--- src/rtl/note_ctrl.sv ---
// Note controller: parses note-on/off bytes from the UART receiver, keeps a
// 24-key held mask and publishes the highest held key, velocity and light selector.
module note_ctrl #(
  parameter int C_CHANNEL   = 0,
  parameter int C_BASE_NOTE = 60
) (
  input  logic        clk,
  input  logic        rstb,
  input  logic        rxValid,
  input  logic [7:0]  rxData,
  input  logic        rxErr,
  output logic        rxAck,
  output logic [23:0] keyMask,
  output logic        noteOn,
  output logic [4:0]  note,
  output logic [6:0]  velocity,
  output logic [7:0]  ctrlLight,
  output logic [7:0]  errCount,
  output logic [1:0]  dbgState
);

  typedef enum logic [1:0] {S_IDLE = 2'd0, S_NOTE = 2'd1, S_VEL = 2'd2} state_t;
  typedef enum logic [1:0] {RS_NONE = 2'd0, RS_ON = 2'd1, RS_OFF = 2'd2} run_t;

  localparam logic [7:0] ST_OFF  = 8'h80 | {4'h0, 4'(C_CHANNEL)};
  localparam logic [7:0] ST_ON   = 8'h90 | {4'h0, 4'(C_CHANNEL)};
  localparam logic [7:0] BASE8   = 8'(C_BASE_NOTE);

  state_t     state, stateNext;
  run_t       runSt, runNext;
  logic [6:0] noteReg;
  logic [6:0] velReg;
  logic [4:0] hiKey;
  logic [7:0] keyIdx;
  logic       accept, loadNote, complete, countErr, inRange, setKey;

  // Handshake: a byte is taken on an edge with rxValid=1 and rxAck=0; rxAck is
  // high for exactly the next cycle, so a rxValid held through the ack cycle is
  // never taken twice.
  assign accept   = rxValid & ~rxAck;
  assign dbgState = state;

  assign keyIdx  = {1'b0, noteReg} - BASE8;
  assign inRange = ~keyIdx[7] && (keyIdx <= 8'd23);
  assign setKey  = (runSt == RS_ON) && (rxData[6:0] != 7'd0);

  always_ff @(posedge clk) begin
    if (!rstb) begin
      state <= S_IDLE;
      runSt <= RS_NONE;
    end else begin
      state <= stateNext;
      runSt <= runNext;
    end
  end

  always_comb begin
    stateNext = state;
    runNext   = runSt;
    if (accept) begin
      if (rxErr) begin
        stateNext = S_IDLE;
        runNext   = RS_NONE;
      end else if (rxData[7]) begin
        if (rxData == ST_OFF) begin
          runNext   = RS_OFF;
          stateNext = S_NOTE;
        end else if (rxData == ST_ON) begin
          runNext   = RS_ON;
          stateNext = S_NOTE;
        end else begin
          runNext   = RS_NONE;
          stateNext = S_IDLE;
        end
      end else begin
        case (state)
          S_IDLE:  if (runSt != RS_NONE) stateNext = S_VEL;
          S_NOTE:  stateNext = S_VEL;
          S_VEL:   stateNext = S_IDLE;
          default: stateNext = S_IDLE;
        endcase
      end
    end
  end

  always_comb begin
    loadNote = 1'b0;
    complete = 1'b0;
    countErr = 1'b0;
    if (accept) begin
      if (rxErr) begin
        countErr = 1'b1;
      end else if (!rxData[7]) begin
        loadNote = (state == S_NOTE) || ((state == S_IDLE) && (runSt != RS_NONE));
        complete = (state == S_VEL);
      end
    end
  end

  // Highest held key wins: later (higher) indices overwrite lower ones.
  always_comb begin
    hiKey = 5'd0;
    for (int i = 0; i < 24; i++) begin
      if (keyMask[i]) hiKey = 5'(i);
    end
  end

  always_ff @(posedge clk) begin
    if (!rstb) begin
      rxAck     <= 1'b0;
      noteReg   <= 7'd0;
      velReg    <= 7'd0;
      keyMask   <= 24'd0;
      errCount  <= 8'd0;
      noteOn    <= 1'b0;
      note      <= 5'd0;
      velocity  <= 7'd0;
      ctrlLight <= 8'd0;
    end else begin
      rxAck <= accept;
      if (loadNote) noteReg <= rxData[6:0];
      if (complete && inRange) begin
        if (setKey) begin
          keyMask[keyIdx[4:0]] <= 1'b1;
          velReg               <= rxData[6:0];
        end else begin
          keyMask[keyIdx[4:0]] <= 1'b0;
        end
      end
      if (countErr && (errCount != 8'hFF)) errCount <= errCount + 8'd1;
      // Publish stage trails the mask by one cycle so all visible outputs are registered.
      noteOn    <= |keyMask;
      note      <= hiKey;
      velocity  <= velReg;
      ctrlLight <= {|keyMask, velReg[6:5], hiKey};
    end
  end

endmodule
--- config.mk ---
export PLATFORM = sky130hd
export DESIGN_NAME = note_ctrl
export DESIGN_NICKNAME = d
export VERILOG_FILES = /design/src/rtl/note_ctrl.sv
export SDC_FILE = /design/constraint.sdc
export NUM_CORES = 1
export LEC_CHECK = 0
export CAP_MARGIN = 25
export CORE_UTILIZATION = 50
export DETAILED_ROUTE_END_ITERATION = 7
export PLACE_DENSITY = 0.79
export SYNTH_ARGS = -nofsm -noshare
export SYNTH_HDL_FRONTEND = slang
export SYNTH_SLANG_ARGS = --single-unit
--- constraint.sdc ---
create_clock -name clk -period 2.7 [get_ports clk]
set_input_delay 0.27 -clock clk [delete_from_list [all_inputs] [get_ports clk]]
set_output_delay 0.27 -clock clk [all_outputs]
set_load 0.05 [all_outputs]
; ---- After elaboration in Yosys (flattened, before gate mapping)
; Index checks and enable logic that the tools add are counted.
; Widths: inputs -> output; s select.
[classes]
n_eq_ne = 7
reduce_logical = 15
bitwise_logic = 6
muxes = 43
magnitude_cmp = 3
add_sub_neg = 2
[ops]
columns = operator, count
row1 = $mux 5, 22
row2 = $and 24x24->24, 1
row3 = $mux 24, 1
row4 = $not 24->24, 1
row5 = $or 24x24->24, 1
row6 = $reduce_or 24->1, 1
row7 = $eq 8x8->1 const B, 2
row8 = $mux 1, 12
row9 = $mux 2, 6
row10 = $add 8x1->8 const B, 1
row11 = $le 8x5->1 const B, 1
row12 = $ne 8x8->1 const B, 1
row13 = $sub 7x6->8 const B, 1
row14 = $reduce_bool 7->1, 1
row15 = $logic_and 1x1->1, 6
row16 = $lt 5x6->1 const B, 1
row17 = $reduce_and 2->1, 3
row18 = $demux 1 s5, 1
row19 = $ge 5x1->1 const B, 1
row20 = $eq 2x1->1 const B, 2
row21 = $ne 4x4->1 const B, 1
row22 = $pmux 2 s2, 1
row23 = $reduce_bool 2->1, 2
row24 = $eq 2x2->1 const B, 1
row25 = 4 further kinds, 5
[totals]
wordCells = 87
in_bits = 12
output_inout_bits = 56
reg_bits = 72

; ---- Longest topological paths before layout
; Gate-level depths: netlist of the first run.
[depth]
ltp_word = 23
depth_mapped = 8
depth_no_buf = 7

; ---- Worst setup path after synthesis of the first run
; OpenSTA, ideal clock, no wires.
[synth_timing]
path_type = reg-to-reg
from = reg rxAck
to = reg with a tool-made name
t_arrival_ps = 2284
period_less_slack_ps = 2356
setup_slack_ps = 344
required_ps = 2628
setup_time_ps = 72
n_path_buf = 2
stages_incl_launch_ff = 7
path_cell_list = dfxtp_1 > or4b_4 > or4b_1 > buf_2 > buf_6 > nor4_1 > mux2i_1
[synth_rtl]
columns = element, line
row1 = from (decl), 12  ; output logic rxAck,
row2 = from (signal assigned), 120  ; rxAck <= accept;

==> results of run 1 <==
## cell families after synthesis
logic type,count (synthesis),synth area share
simple gates,156,0.2871
flops,64,0.4304
compound gates,39,0.08029
buf+inv,34,0.05843
mux,32,0.1076
xor+xnor,8,0.02354
fa+ha+maj,3,0.01261
## worst register-to-register path: stages (launching register included)
cell     delay [ps]
dfxtp_1         470
ha_1            300
a31oi_1         130
or4b_1          520
buf_4           240
nor4_1          410
mux2i_1         230
## power breakdown
part	leakage, nW	total, mW	internal [mW]	switching (mW)
clock	0.0834	0.704	0.356	0.348
sequential	0.516	0.950	0.947	0.00305
combinational	0.685	0.0710	0.0303	0.0407
## cell usage in the layout, fill, tap and decap left out, types with 3 or more instances in the layout
master and n:
nand2_1 51, o21ai_0 18, a21oi_1 4, nand2b_1 4
mux2i_1 32, nor4_2 8, nor3_1 6, ha_1 3
nor2_1 16, nor4_1 21, clkbuf_8 10, nand3_1 11
nor2b_1 12, inv_1 9, and2_1 17, a31oi_1 3
a21boi_0 3, dfxtp_1 64, xor2_1 6, buf_4 7
clkbuf_1 3, clkdlybuf4s50_1 66, or3_1 3
## through the flow
stage	util	worst slack (ps)
after global placement	0.6499	43.20
after global routing	0.6796	176.7
final	0.6796	338.2
after detailed placement	0.6499	-2.996
after CTS	0.6796	345.0
after floorplan	-	343.7
## path summary, 6_finish.rpt
path | to | slack, ps | start
hold reg to reg | velocity[5]$_SDFF_PN0_ | 450 | velReg[5]$_SDFFE_PN0P_
setup / recovery | flop | 340 | rxData[7]
hold / removal | velocity[5]$_SDFF_PN0_ | 450 | velReg[5]$_SDFFE_PN0P_
setup reg to reg | flop | 350 | noteReg[2]$_SDFFE_PN0P_
## area by class of cell
class / instances / area share
multi-input combinational: 238 / 0.3992
sequential: 64 / 0.3362
timing repair buffer: 74 / 0.1884
clock buffer: 13 / 0.03907
tap: 72 / 0.02364
inverter: 9 / 0.008864
clock inverter: 3 / 0.004596
## metal layers
metal | share of wire | GRT usage
met1 | 0.47 | 0.2732
met2 | 0.46 | 0.3586
met3 | 0.057 | 0.04943
met4 | 0.016 | 0.1273
met5 | 0 | 0
==> reports/qor.yml, run 1 <==
run_status:
  run_status: "finished clean"
synthesis:
  synth_commonest_cells: "dfxtp_1 (64), nand2_1 (51), mux2i_1 (32)"
  syn_avg_cell_area_um2: 8.859
  yosys_warnings: 0
  synth_largest_area_cell: "dfxtp_1"
  synth_area_leaders: "dfxtp_1 (43%), mux2i_1 (11%), nand2_1 (6.4%)"
  yosysUniqueCellTypes: 41
  syn_nets: 351
  synth_area_um2: 2977
  yosysSeqAreaShare: 0.4304
  synthMostInstantiatedCell: "dfxtp_1"
  synth_edf_count: 0
  synthArstFlopShare: 0
  synth_ff_type: "dfxtp_1"
  yosys_register_bits: 64
  synth.top_cell.area_share: 0.4304
  synthCells: 336
finish:
  seqCellArea_um2: 1281
  antenna_cells: 0
  layout.nets: 411
  drive_gt1_frac: 0.07980
  multi_input_area_um2: 1521
  area_growth_pct: 28.04
  finalNonFillerCells: 473
  final_area_um2: 3811
  num-fill-cells: 491
clock_network:
  clock_sinks: 64
  postCtsSetupBuffers: 0
  clk_pin_slew_ps: 70
  htreeDepth: 3
  cts_made_buffers: 9
  cts-root-buf: "clkbuf_8"
  clock_path_buffers: 2
  cts_tree: "yes"
  worstSkewPairLatency_ps: 340
  ctsHoldBuffers: 0
  cts_resized: 0
grt:
  grt_usage: 0.2229
  antenna_found_initial: 0
  grt_overflow: 0
  grt_first_pass_wirelength_um: 10730
  grt_pass1_vias: 2333
  grt_max_degree: 37
setup_path:
  worstSetupStartpointType: "input port"
  slowest_stage: "or4b_4"
  crit_required_ps: 2960
  cp_cell_sequence: "clkdlybuf4s50_1 > or4b_4 > or4b_1 > buf_4 > nor4_1 > mux2i_1"
  rr_worst_depth: 6
  path_class: "in2reg"
  max_stage_delay_ps: 550
  path_delay_family: "simple AND/OR/NAND/NOR gates"
  crit_buf_inv: 2
  path_depth: 6
  end_kind: "flop"
  worstPathArrival_ps: 2630
  crit_fanout: 24
job:
  cap_violations: 0
sta:
  slew_headroom: 0.5277
  fin_skew_ps: 8.396
  tightest_slew_ps: 705.4
  fin_crit_ps: 2362
  hold_ws_ps: 454.9
  timing_hold_violations_final: 0
  finalSetupTns_ps: 0
  grt_setup_unrepaired: "false"
  setup_violations: 0
  max_freq_mhz: 423.4
  finalMaxSlewViolations: 0
  fin_crit_sh: 0.8747
place:
  dpl_cell_area_um2: 3645
  dp.cells: 457
  port_buffers: 67
  hpwl_um: 4531
  place_congestion: 0.7968
drt:
  postRouteAntennaNets: 0
  wl_per_cell_um: 13.74
  drtPass1Iterations: 4
  drc: 0
  vias_per_cell: 5.357
  drt-initial-drc-count: 132
  vias: 2534
  drt_wl_total_um: 6500
pwr:
  p_leak_nw: 1.284
  ir_drop_uv: 362.7
  powerDensity_nw_per_um2: 452.6
  power.total_mw: 1.725
worst_hold_path:
  hold_path.class: "reg2reg"
  holdPathStages: 1
floorplan:
  die_h_um: 79.16
  core-area_um2: 5608
  die_x_um: 79.16
  pin_count: 68
  dieArea_um2: 6266
  initial_utilization: 0.5308
  num_rows: 27
No activity file was read; power rests on OpenSTA's default activity.
==> run 2: changes to the inputs <==
- SKIP_LAST_GASP: default -> 1
- TNS_END_PERCENT: default -> 50
==> results of run 2 <==
No change in the layout: final DEF, timing and power equal those of run 1.
==> run 3: changes to the inputs <==
- HOLD_SLACK_MARGIN: default -> 0.03
==> results of run 3 <==
No change in the layout: final DEF, timing and power equal those of run 1.
